===== config.mk =====
export PLATFORM = sky130hd
export DESIGN_NAME = instr_fetch
export DESIGN_NICKNAME = d
export VERILOG_FILES = /design/src/rtl/rv32_pkg.sv /design/src/rtl/fetch_fifo.sv /design/src/rtl/instr_fetch.sv
export SDC_FILE = /design/constraint.sdc
export NUM_CORES = 1
export LEC_CHECK = 0
export ABC_CLOCK_PERIOD_IN_PS = 3500
export CAP_MARGIN = 20
export CELL_PAD_IN_SITES_DETAIL_PLACEMENT = 2
export CELL_PAD_IN_SITES_GLOBAL_PLACEMENT = 2
export CORE_MARGIN = 5
export CORE_UTILIZATION = 40
export DETAILED_ROUTE_END_ITERATION = 10
export GPL_TIMING_DRIVEN = 0
export MAX_ROUTING_LAYER = met4
export PLACE_DENSITY_LB_ADDON = 0.1
export SLEW_MARGIN = 15
export SYNTH_ARGS = -nofsm -noshare
export SYNTH_HDL_FRONTEND = slang
export SYNTH_SLANG_ARGS = --single-unit

===== constraint.sdc =====
create_clock -name clk -period 3.5 [get_ports clk]
set_input_delay 0.7 -clock clk [delete_from_list [all_inputs] [get_ports clk]]
set_output_delay 0.7 -clock clk [all_outputs]
set_load 0.005 [all_outputs]

===== src/rtl/rv32_pkg.sv =====
// Shared RV32 fetch types: instruction word, FIFO entry layout and the default boot PC.
package rv32_pkg;

    localparam int XLEN = 32;
    localparam logic [XLEN-1:0] DEFAULT_RESET_PC = 32'h0000_0000;

    typedef logic [XLEN-1:0] inst_t;

    typedef struct packed {
        logic [XLEN-1:0] pc;
        inst_t           inst;
    } fetch_entry_t;

endpackage


===== src/rtl/fetch_fifo.sv =====
// Small synchronous FIFO of fetched {pc, inst} entries with flush and same-cycle push/pop.
module fetch_fifo
    import rv32_pkg::*;
#(
    parameter int DEPTH = 4
) (
    input  logic                       clk,
    input  logic                       rst_n,
    input  logic                       flush,
    input  logic                       push,
    input  fetch_entry_t               push_data,
    input  logic                       pop,
    output fetch_entry_t               head,
    output logic [$clog2(DEPTH):0]     count
);

    localparam int PW = $clog2(DEPTH);
    localparam int CW = PW + 1;

    fetch_entry_t    entries [DEPTH];
    logic [PW-1:0]   rd_ptr;
    logic [PW-1:0]   wr_ptr;

    // Pointers wrap naturally because DEPTH is a power of two; flush wins over push/pop.
    always_ff @(posedge clk or negedge rst_n) begin
        if (!rst_n) begin
            rd_ptr <= '0;
            wr_ptr <= '0;
            count  <= '0;
            for (int i = 0; i < DEPTH; i++) begin
                entries[i] <= '0;
            end
        end else if (flush) begin
            rd_ptr <= '0;
            wr_ptr <= '0;
            count  <= '0;
        end else begin
            if (push) begin
                entries[wr_ptr] <= push_data;
                wr_ptr          <= wr_ptr + PW'(1);
            end
            if (pop) begin
                rd_ptr <= rd_ptr + PW'(1);
            end
            case ({push, pop})
                2'b10:   count <= count + CW'(1);
                2'b01:   count <= count - CW'(1);
                default: count <= count;
            endcase
        end
    end

    assign head = entries[rd_ptr];

endmodule


===== src/rtl/instr_fetch.sv =====
// Instruction fetch: owns the PC, issues RAM port A reads, buffers responses for decode.
module instr_fetch
    import rv32_pkg::*;
#(
    parameter int          WIDTH_BITS = 64,
    parameter int          BYTES      = 131072,
    parameter logic [31:0] RESET_PC   = DEFAULT_RESET_PC,
    parameter int          FIFO_DEPTH = 4,
    localparam int         ADDR_BITS  = $clog2(BYTES / (WIDTH_BITS / 8))
) (
    input  logic                  clk,
    input  logic                  rst_n,
    input  logic                  fetch_en,
    output logic                  mem_en,
    output logic [ADDR_BITS-1:0]  mem_addr,
    input  logic [WIDTH_BITS-1:0] mem_rdata,
    input  logic                  redirect_valid,
    input  logic [31:0]           redirect_pc,
    output logic                  inst_valid,
    input  logic                  inst_ready,
    output logic [31:0]           inst,
    output logic [31:0]           inst_pc
);

    localparam int CW = $clog2(FIFO_DEPTH) + 1;
    localparam logic [CW:0] DEPTH_LIMIT = (CW + 1)'(FIFO_DEPTH);

    logic [31:0]   pc;
    logic [31:0]   inflight_pc;
    logic          inflight;
    logic [CW-1:0] count;
    logic [CW:0]   credit_used;
    logic          push;
    logic          pop;
    fetch_entry_t  push_data;
    fetch_entry_t  head;

    // Credit rule: an issued read always has a FIFO slot waiting for it, so no overflow.
    assign credit_used = {1'b0, count} + {{CW{1'b0}}, inflight};
    assign mem_en      = rst_n && fetch_en && !redirect_valid && (credit_used < DEPTH_LIMIT);
    assign mem_addr    = pc[3 +: ADDR_BITS];

    always_comb begin
        push_data      = '0;
        push_data.pc   = inflight_pc;
        push_data.inst = inflight_pc[2] ? mem_rdata[63:32] : mem_rdata[31:0];
    end

    assign push       = inflight;
    assign inst_valid = (count != '0);
    assign pop        = inst_valid && inst_ready;

    // A redirect drops the pending RAM response by clearing inflight before it can be pushed.
    always_ff @(posedge clk or negedge rst_n) begin
        if (!rst_n) begin
            pc          <= RESET_PC;
            inflight    <= 1'b0;
            inflight_pc <= '0;
        end else if (redirect_valid) begin
            pc       <= redirect_pc & ~32'h3;
            inflight <= 1'b0;
        end else if (mem_en) begin
            pc          <= pc + 32'd4;
            inflight    <= 1'b1;
            inflight_pc <= pc;
        end else begin
            inflight <= 1'b0;
        end
    end

    fetch_fifo #(
        .DEPTH (FIFO_DEPTH)
    ) u_fifo (
        .clk       (clk),
        .rst_n     (rst_n),
        .flush     (redirect_valid),
        .push      (push),
        .push_data (push_data),
        .pop       (pop),
        .head      (head),
        .count     (count)
    );

    assign inst    = head.inst;
    assign inst_pc = head.pc;

endmodule


==> results.yml, run 1 <==
logic_synthesis:
  muxShareOfSynthArea_pct: 21.62
  netlist_instances: 1191
  ys_top_cells_by_area: "dfrtp_1, mux4_2, mux2_2"
  yosys.area.top_type: "dfrtp_1"
  synthAdderAreaFrac_pct: 0.5761
  synth_flop_cell: "dfrtp_1"
  yosysSeqAreaShare_pct: 55.17
  synth-edff-count: 0
  synth_top_area_share_pct: 55.17
  ys_warn_count: 0
  syn_area_per_cell_sq_um: 12.04
  ys_seq_elements: 316
  yosys.area_share.xor_xnor_pct: 0.3055
  synthArstFlopShare_pct: 100.0
  synth_compound_area_share_pct: 7.935
  synth_top_family_by_area: "multiplexers"
  netlist_area_sq_um: 14330
  synthSimpleGateAreaFrac_pct: 10.71
  synth_cell_type_count: 56
global_route:
  grt_use_met1_pct: 31.08
  track_usage_pct: 25.02
  grt-ovfl-total: 0
  busiest_layer: "met2"
  grt_max_degree: 91
  grt_use_met2_pct: 44.22
  grt_pass1_vias: 12558
  grt_first_pass_wirelength_microns: 74560
  antenna_found_initial: 0
  use_met3_pct: 2.917
sta:
  drv_slew: 0
  fin_crit_ns: 3.374
  fin_crit_sh_pct: 96.40
  relSlewSlack_pct: 45.73
  hold_viol: 0
  timing.hold.ws_ns: 0.04466
  tightest_slew_ns: 0.8141
  fmax_ghz: 0.2964
  setup-violations-final: 0
  finClkSkew_ns: 0.01049
  setup_tns_ns: 0
  timing.final.ws_setup_ns: 0.1260
  rsz0062_at_grt: "false"
clocking:
  worstSkewPairLatency_ns: 0.52
  clock-sinks: 316
  cts_max_level: 2
  cts_root_buf: "clkbuf_16"
  clock_path_buffers: 3
  numCtsBuffers: 38
  cts_tree: "built"
  cts.clk_slew.worst_paths_ns: 0.06
power:
  p_int_mw: 8.679
  irDropWorstVdd_v: 0.0004511
  swShare_pct: 29.58
  cellLeakagePower_nw: 8.133
  p_seq_share_pct: 40.8
  power_mw: 12.32
  combPwrFrac_pct: 26.9
  clkPwrFrac_pct: 32.3
  p_per_area_nw_per_um2: 677.7
  p_sw_mw: 3.646
floorplanning:
  ios: 181
  die-area_sq_um: 39720
  die_w_microns: 199.3
  chipHeight_microns: 199.3
  core-area_sq_um: 35480
  rows: 69
  initial_utilization_pct: 40.40
critical_path:
  rr_endpoint: "u_fifo.entries[120]"
  cp-end-kind: "output pin"
  slowest_stage: "clkdlybuf4s50_1"
  slowest_delay_ns: 0.52
  cp_max_fo: 34
  rr_startpoint: "u_fifo.wr_ptr[0]"
  cp.arrival_ns: 2.67
  reg2reg_slack_ns: 1.00
  worst_ep_required_time_ns: 2.80
  crit_path_end: "mem_en"
  ff2ff_path_depth: 6
  crit_path_cell_trace: "buf_16, buf_16, and4bb_2, nand2_1, buf_4, inv_1, buf_6, buf_6, clkdlybuf4s50_1"
  cp-start-kind: "input port"
  critPathKind: "in2out"
  crit_start: "rst_n"
layout:
  drive_above_1_share_pct: 21.17
  fin_util_pct: 51.25
  nets: 1520
  fillers: 3492
  area_delta_synth_final_pct: 26.88
  diodes: 0
placed_design:
  portBuffers: 175
  place_congestion: 0.8495
  post-place-ws_ns: -0.8486
  place_hpwl_microns: 32130
detailed_routing:
  drc_errors: 0
  vias: 10670
  wl_per_cell_microns: 25.33
  first_iter_violations: 483
  routed_via_density: 5.610
  drt-total-wl_microns: 48170
  drtAntennaViolNets: 0
  drt-pass1-iter-count: 4
min_path:
  hp-class: "in2async"
outcome:
  status: "finished clean"
job:
  maxCapViolCount: 0
==> sequential cells by signal, summed over array words and instances (netlist names) <==
register and cells:
inflight 1, u_fifo.rd_ptr 2, pc 30, u_fifo.wr_ptr 2, u_fifo.count 3, u_fifo.entries 248, inflight_pc 30
==> metrics by stage <==
step / std cells / area, sq um
after global placement: 1828 / 16670
after global routing: 1902 / 18190
after CTS: 1901 / 18160
after floorplan: 1192 / 14340
after detailed placement: 1831 / 16750
final: 1902 / 18190
==> cell families after synthesis <==
family                   count (synthesis)
multiplexers                           217
other                                    1
XOR/XNOR                                 5
flip-flops                             316
buffers and inverters                  110
adder cells (fa/ha/maj)                  6
AND/OR/NAND/NOR                        340
AO/OA/AOI/OAI                          196
==> cell usage after synthesis (3+ instances only) <==
cell type and n:
a21oi_1 4, clkbuf_1 55, nand2_1 238, or3_1 4, and2_1 3, mux2_2 121
a31oi_1 3, or4_1 6, buf_2 17, ha_1 5, a22oi_1 7, a221o_1 6
buf_6 4, buf_4 16, and3_1 8, nand4_1 7, inv_1 11, nor2_1 9
o311ai_0 13, xor2_1 3, o21ai_0 145, o211ai_1 6, nand3_1 26, mux2i_1 34
dfrtp_1 316, mux4_2 62, buf_1 7, nor3_1 18
==> layer usage <==
metal / up-vias / wire length [microns]
met2: 225 / 25260
met4: 0 / 941
met1: 5663 / 20270
met3: 66 / 1702
met5: - / 0
li1: 4716 / -
==> worst max-delay path: cells and delay by family <==
kind / cells / cell delay [ns]
buffers and inverters: 7 / 1.59
and+or+nand+nor: 2 / 0.35
==> cell type report <==
| type | count | area (sq um) | share of cell area (%) |
|---|---|---|---|
| repair buffers | 183 | 1981 | 10.89 |
| plain buffers | 97 | 503.0 | 2.766 |
| multi-input cells | 766 | 5906 | 32.47 |
| clock buffers | 63 | 1239 | 6.811 |
| inverters | 11 | 41.29 | 0.2270 |
| flip-flops and latches | 316 | 7909 | 43.49 |
| well taps | 461 | 576.8 | 3.172 |
| clock inverters | 5 | 31.28 | 0.1720 |
==> worst min-delay path by stage <==
stage | start | endpoint | slack, ns | cells past startpoint
6_report | rst_n | u_fifo.entries[205] | 0.04 | 1
5_1_grt | rst_n | u_fifo.entries[205] | 0.04 | 1
4_1_cts | rst_n | u_fifo.entries[205] | 0.03 | 1
3_5_place_dp | u_fifo.entries[150] | u_fifo.entries[150] | 0.47 | 2
3_3_place_gp | u_fifo.entries[154] | u_fifo.entries[154] | 0.46 | 2
2_1_floorplan | rst_n | inflight | 0.40 | 0
==> power by group through the flow <==
stage / Sequential (mW) / Combinational [mW] / Clock (mW)
after floorplan: 4.78 / 1.72 / 0
after global placement: 4.98 / 3.19 / 0
after detailed placement: 5.03 / 3.32 / 0
after CTS: 5.03 / 3.39 / 4.06
after global routing: 5.12 / 3.60 / 4.23
final: 5.02 / 3.32 / 3.99
==> repair_timing <==
| action | in CTS | in global routing |
|---|---|---|
| buffers inserted | 1 | 0 |
| gates resized for setup | 17 | 0 |
| setup endpoints to repair | 60 | 1 |
| cloned | 3 | 1 |
| hold buffers | 0 | 0 |
| pin swaps | 1 | 0 |
| hold endpoints to repair | 0 | 0 |
==> placed cells by master, fill, tap and decap left out, types with 4 or more instances in the layout <==
cell,count
nand4_1,7
and3_1,8
buf_4,20
buf_6,6
clkbuf_1,56
buf_16,4
dfrtp_1,315
o21ai_0,145
clkbuf_2,6
clkdlybuf4s50_1,173
clkbuf_16,42
a221o_1,6
mux2i_1,34
or4_1,6
mux2_2,121
mux4_2,62
a21oi_1,4
nand2_1,238
ha_1,5
nor3_1,18
buf_1,7
inv_1,11
or3_1,4
buf_2,12
o311ai_0,13
clkbuf_8,13
nand3_1,26
o211ai_1,6
a22oi_1,7
nor2_1,9
No activity file was read; power rests on OpenSTA's default activity.
==> run 2: changes to the inputs <==
--- a/config.mk
+++ b/config.mk
@@ -12,9 +12,8 @@
 export CORE_MARGIN = 5
 export CORE_UTILIZATION = 40
 export DETAILED_ROUTE_END_ITERATION = 10
-export GPL_TIMING_DRIVEN = 0
 export MAX_ROUTING_LAYER = met4
-export PLACE_DENSITY_LB_ADDON = 0.1
+export PLACE_DENSITY = 0.89
 export SLEW_MARGIN = 15
 export SYNTH_ARGS = -nofsm -noshare
 export SYNTH_HDL_FRONTEND = slang
==> results.yml, run 2 (synthesis results as in run 1) <==
critical_path:
  slowest_stage: "dfrtp_4"
  cp-end-kind: "output pin"
  cp_max_fo: 21
  worst_ep_required_time_ns: 2.80
  crit_family: "buffers and inverters"
  critPathKind: "reg2out"
  crit_path_cell_trace: "buf_4, mux4_2, clkdlybuf4s50_1"
  slowest_delay_ns: 0.76
  cp.arrival_ns: 2.62
  cp-start-kind: "register"
  crit_buf_inv: 2
layout:
  fin_area_sq_um: 17710
  drive_above_1_share_pct: 20.77
  diodes: 0
  final_common_cell: "dfrtp_1"
  nets: 1440
  top_regs: "u_fifo.entries: 248 flops, inflight_pc: 30 flops, pc: 30 flops"
  largest_reg_flops: 248
  layout_common_cells: "dfrtp_1, nand2_1, clkdlybuf4s50_1"
  largest-register: "u_fifo.entries"
  area_delta_synth_final_pct: 23.54
  finalNonFillerCells: 1819
  fin_util_pct: 49.91
  fillers: 3397
outcome:
  status: "finished clean"
clocking:
  cts_root_buf: "clkbuf_16"
  numCtsBuffers: 37
  post_cts_resized: 0
  worstSkewPairLatency_ns: 0.51
  hold_buffers: 0
  cts_max_level: 2
  cts.clk_slew.worst_paths_ns: 0.07
  clock_path_buffers: 3
  post_cts_buffers: 0
  cts_tree: "built"
  clock-sinks: 316
sta:
  setup-violations-final: 0
  setup_tns_ns: 0
  relSlewSlack_pct: 37.55
  fin_crit_sh_pct: 94.96
  tightest_slew_ns: 0.9287
  hold_viol: 0
  fmax_ghz: 0.3009
  fin_crit_ns: 3.323
  drv_slew: 0
  finClkSkew_ns: 0.01731
  rsz0062_at_grt: "false"
placed_design:
  placed_area_sq_um: 16560
  place_congestion: 0.8389
  place_hpwl_microns: 29860
  dp.cells: 1755
  portBuffers: 176
detailed_routing:
  drtAntennaViolNets: 0
  first_iter_violations: 622
  wl_per_cell_microns: 24.98
  drc_errors: 0
  drt-pass1-iter-count: 5
  drt-total-wl_microns: 45430
  vias: 10320
  routed_via_density: 5.673
power:
  irDropWorstVdd_v: 0.0004592
  cellLeakagePower_nw: 7.908
  p_per_area_nw_per_um2: 680.2
floorplanning:
  die-area_sq_um: 39720
  chipHeight_microns: 199.3
  initial_utilization_pct: 40.40
  core-area_sq_um: 35480
  die_w_microns: 199.3
  ios: 181
  rows: 69
global_route:
  track_usage_pct: 23.66
  grt_pass1_vias: 12095
  grt-ovfl-total: 0
  antenna_found_initial: 0
  grt_max_degree: 163
  grt_first_pass_wirelength_microns: 71370
job:
  maxCapViolCount: 0
min_path:
  hp-class: "in2async"
[run 2: cell types whose count changed in the layout (fill, tap and decap cells not counted), sizes merged]
cell / previous run / this run
clkdlybuf4s50: 173 / 174
dlygate4sd2: 1 / 0
bufinv: 0 / 1
bufbuf: 3 / 0
buf: 49 / 27
clkinvlp: 1 / 0
clkinv: 3 / 8
clkbuf: 117 / 55
inv: 12 / 11
[run 2: metrics by stage]
step	hold slack, ns	power (mW)	setup slack, ns
after CTS	0.005415	12.23	0.1196
after global routing	0.007441	12.68	0.06760
after floorplan	0.4044	6.501	0.9990
after detailed placement	0.4697	8.393	0.5196
after global placement	0.4563	8.080	0.5190
final	0.02688	12.05	0.1765
[run 2: path summary, 6_finish.rpt]
path | slack, ns | depth (start not counted) | from | endpoint
setup / recovery | 0.18 | 3 | u_fifo.rd_ptr[0] | inst[31]
hold / removal | 0.03 | 1 | rst_n | inflight_pc[17]
setup reg to reg | 0.84 | 6 | u_fifo.count[1] | u_fifo.count[2]
hold reg to reg | 0.49 | 2 | u_fifo.entries[6] | u_fifo.entries[6]
max in group asynchronous | 1.74 | 3 | rst_n | u_fifo.entries[107]
min in group clk | 0.49 | 2 | u_fifo.entries[6] | u_fifo.entries[6]
[run 2: cell type report]
cell class,instances,area (sq um),area share [%]
flip-flops and latches,316,7914,44.69
multi-input cells,766,5938,33.53
repair buffers,201,2087,11.79
clock buffers,55,1074,6.062
well taps,461,576.8,3.257
clock inverters,9,77.57,0.4381
inverters,11,41.29,0.2332
[run 2: metal layers]
layer  up-vias  share of wire, %  GRT usage, %
li1       4550                 -             -
met1      5447                41         29.31
met2       252                53         41.96
met3        71               4.1         3.170
met4         0               1.7         4.610
met5         -                 0             -
[run 2: where the power goes]
part	leakage, nW	switching, mW	internal [mW]
Clock	0.571	1.52	2.19
Sequential	4.21	0.706	4.38
Combinational	3.13	1.40	1.85
Total	7.91	3.62	8.43
[run 2: worst register-to-register path, delay by kind of cell (launching register included)]
kind | cells | cell delay, ns
simple gates | 3 | 0.67
compound gates | 2 | 0.94
flops | 1 | 0.45
fa+ha+maj | 1 | 0.46
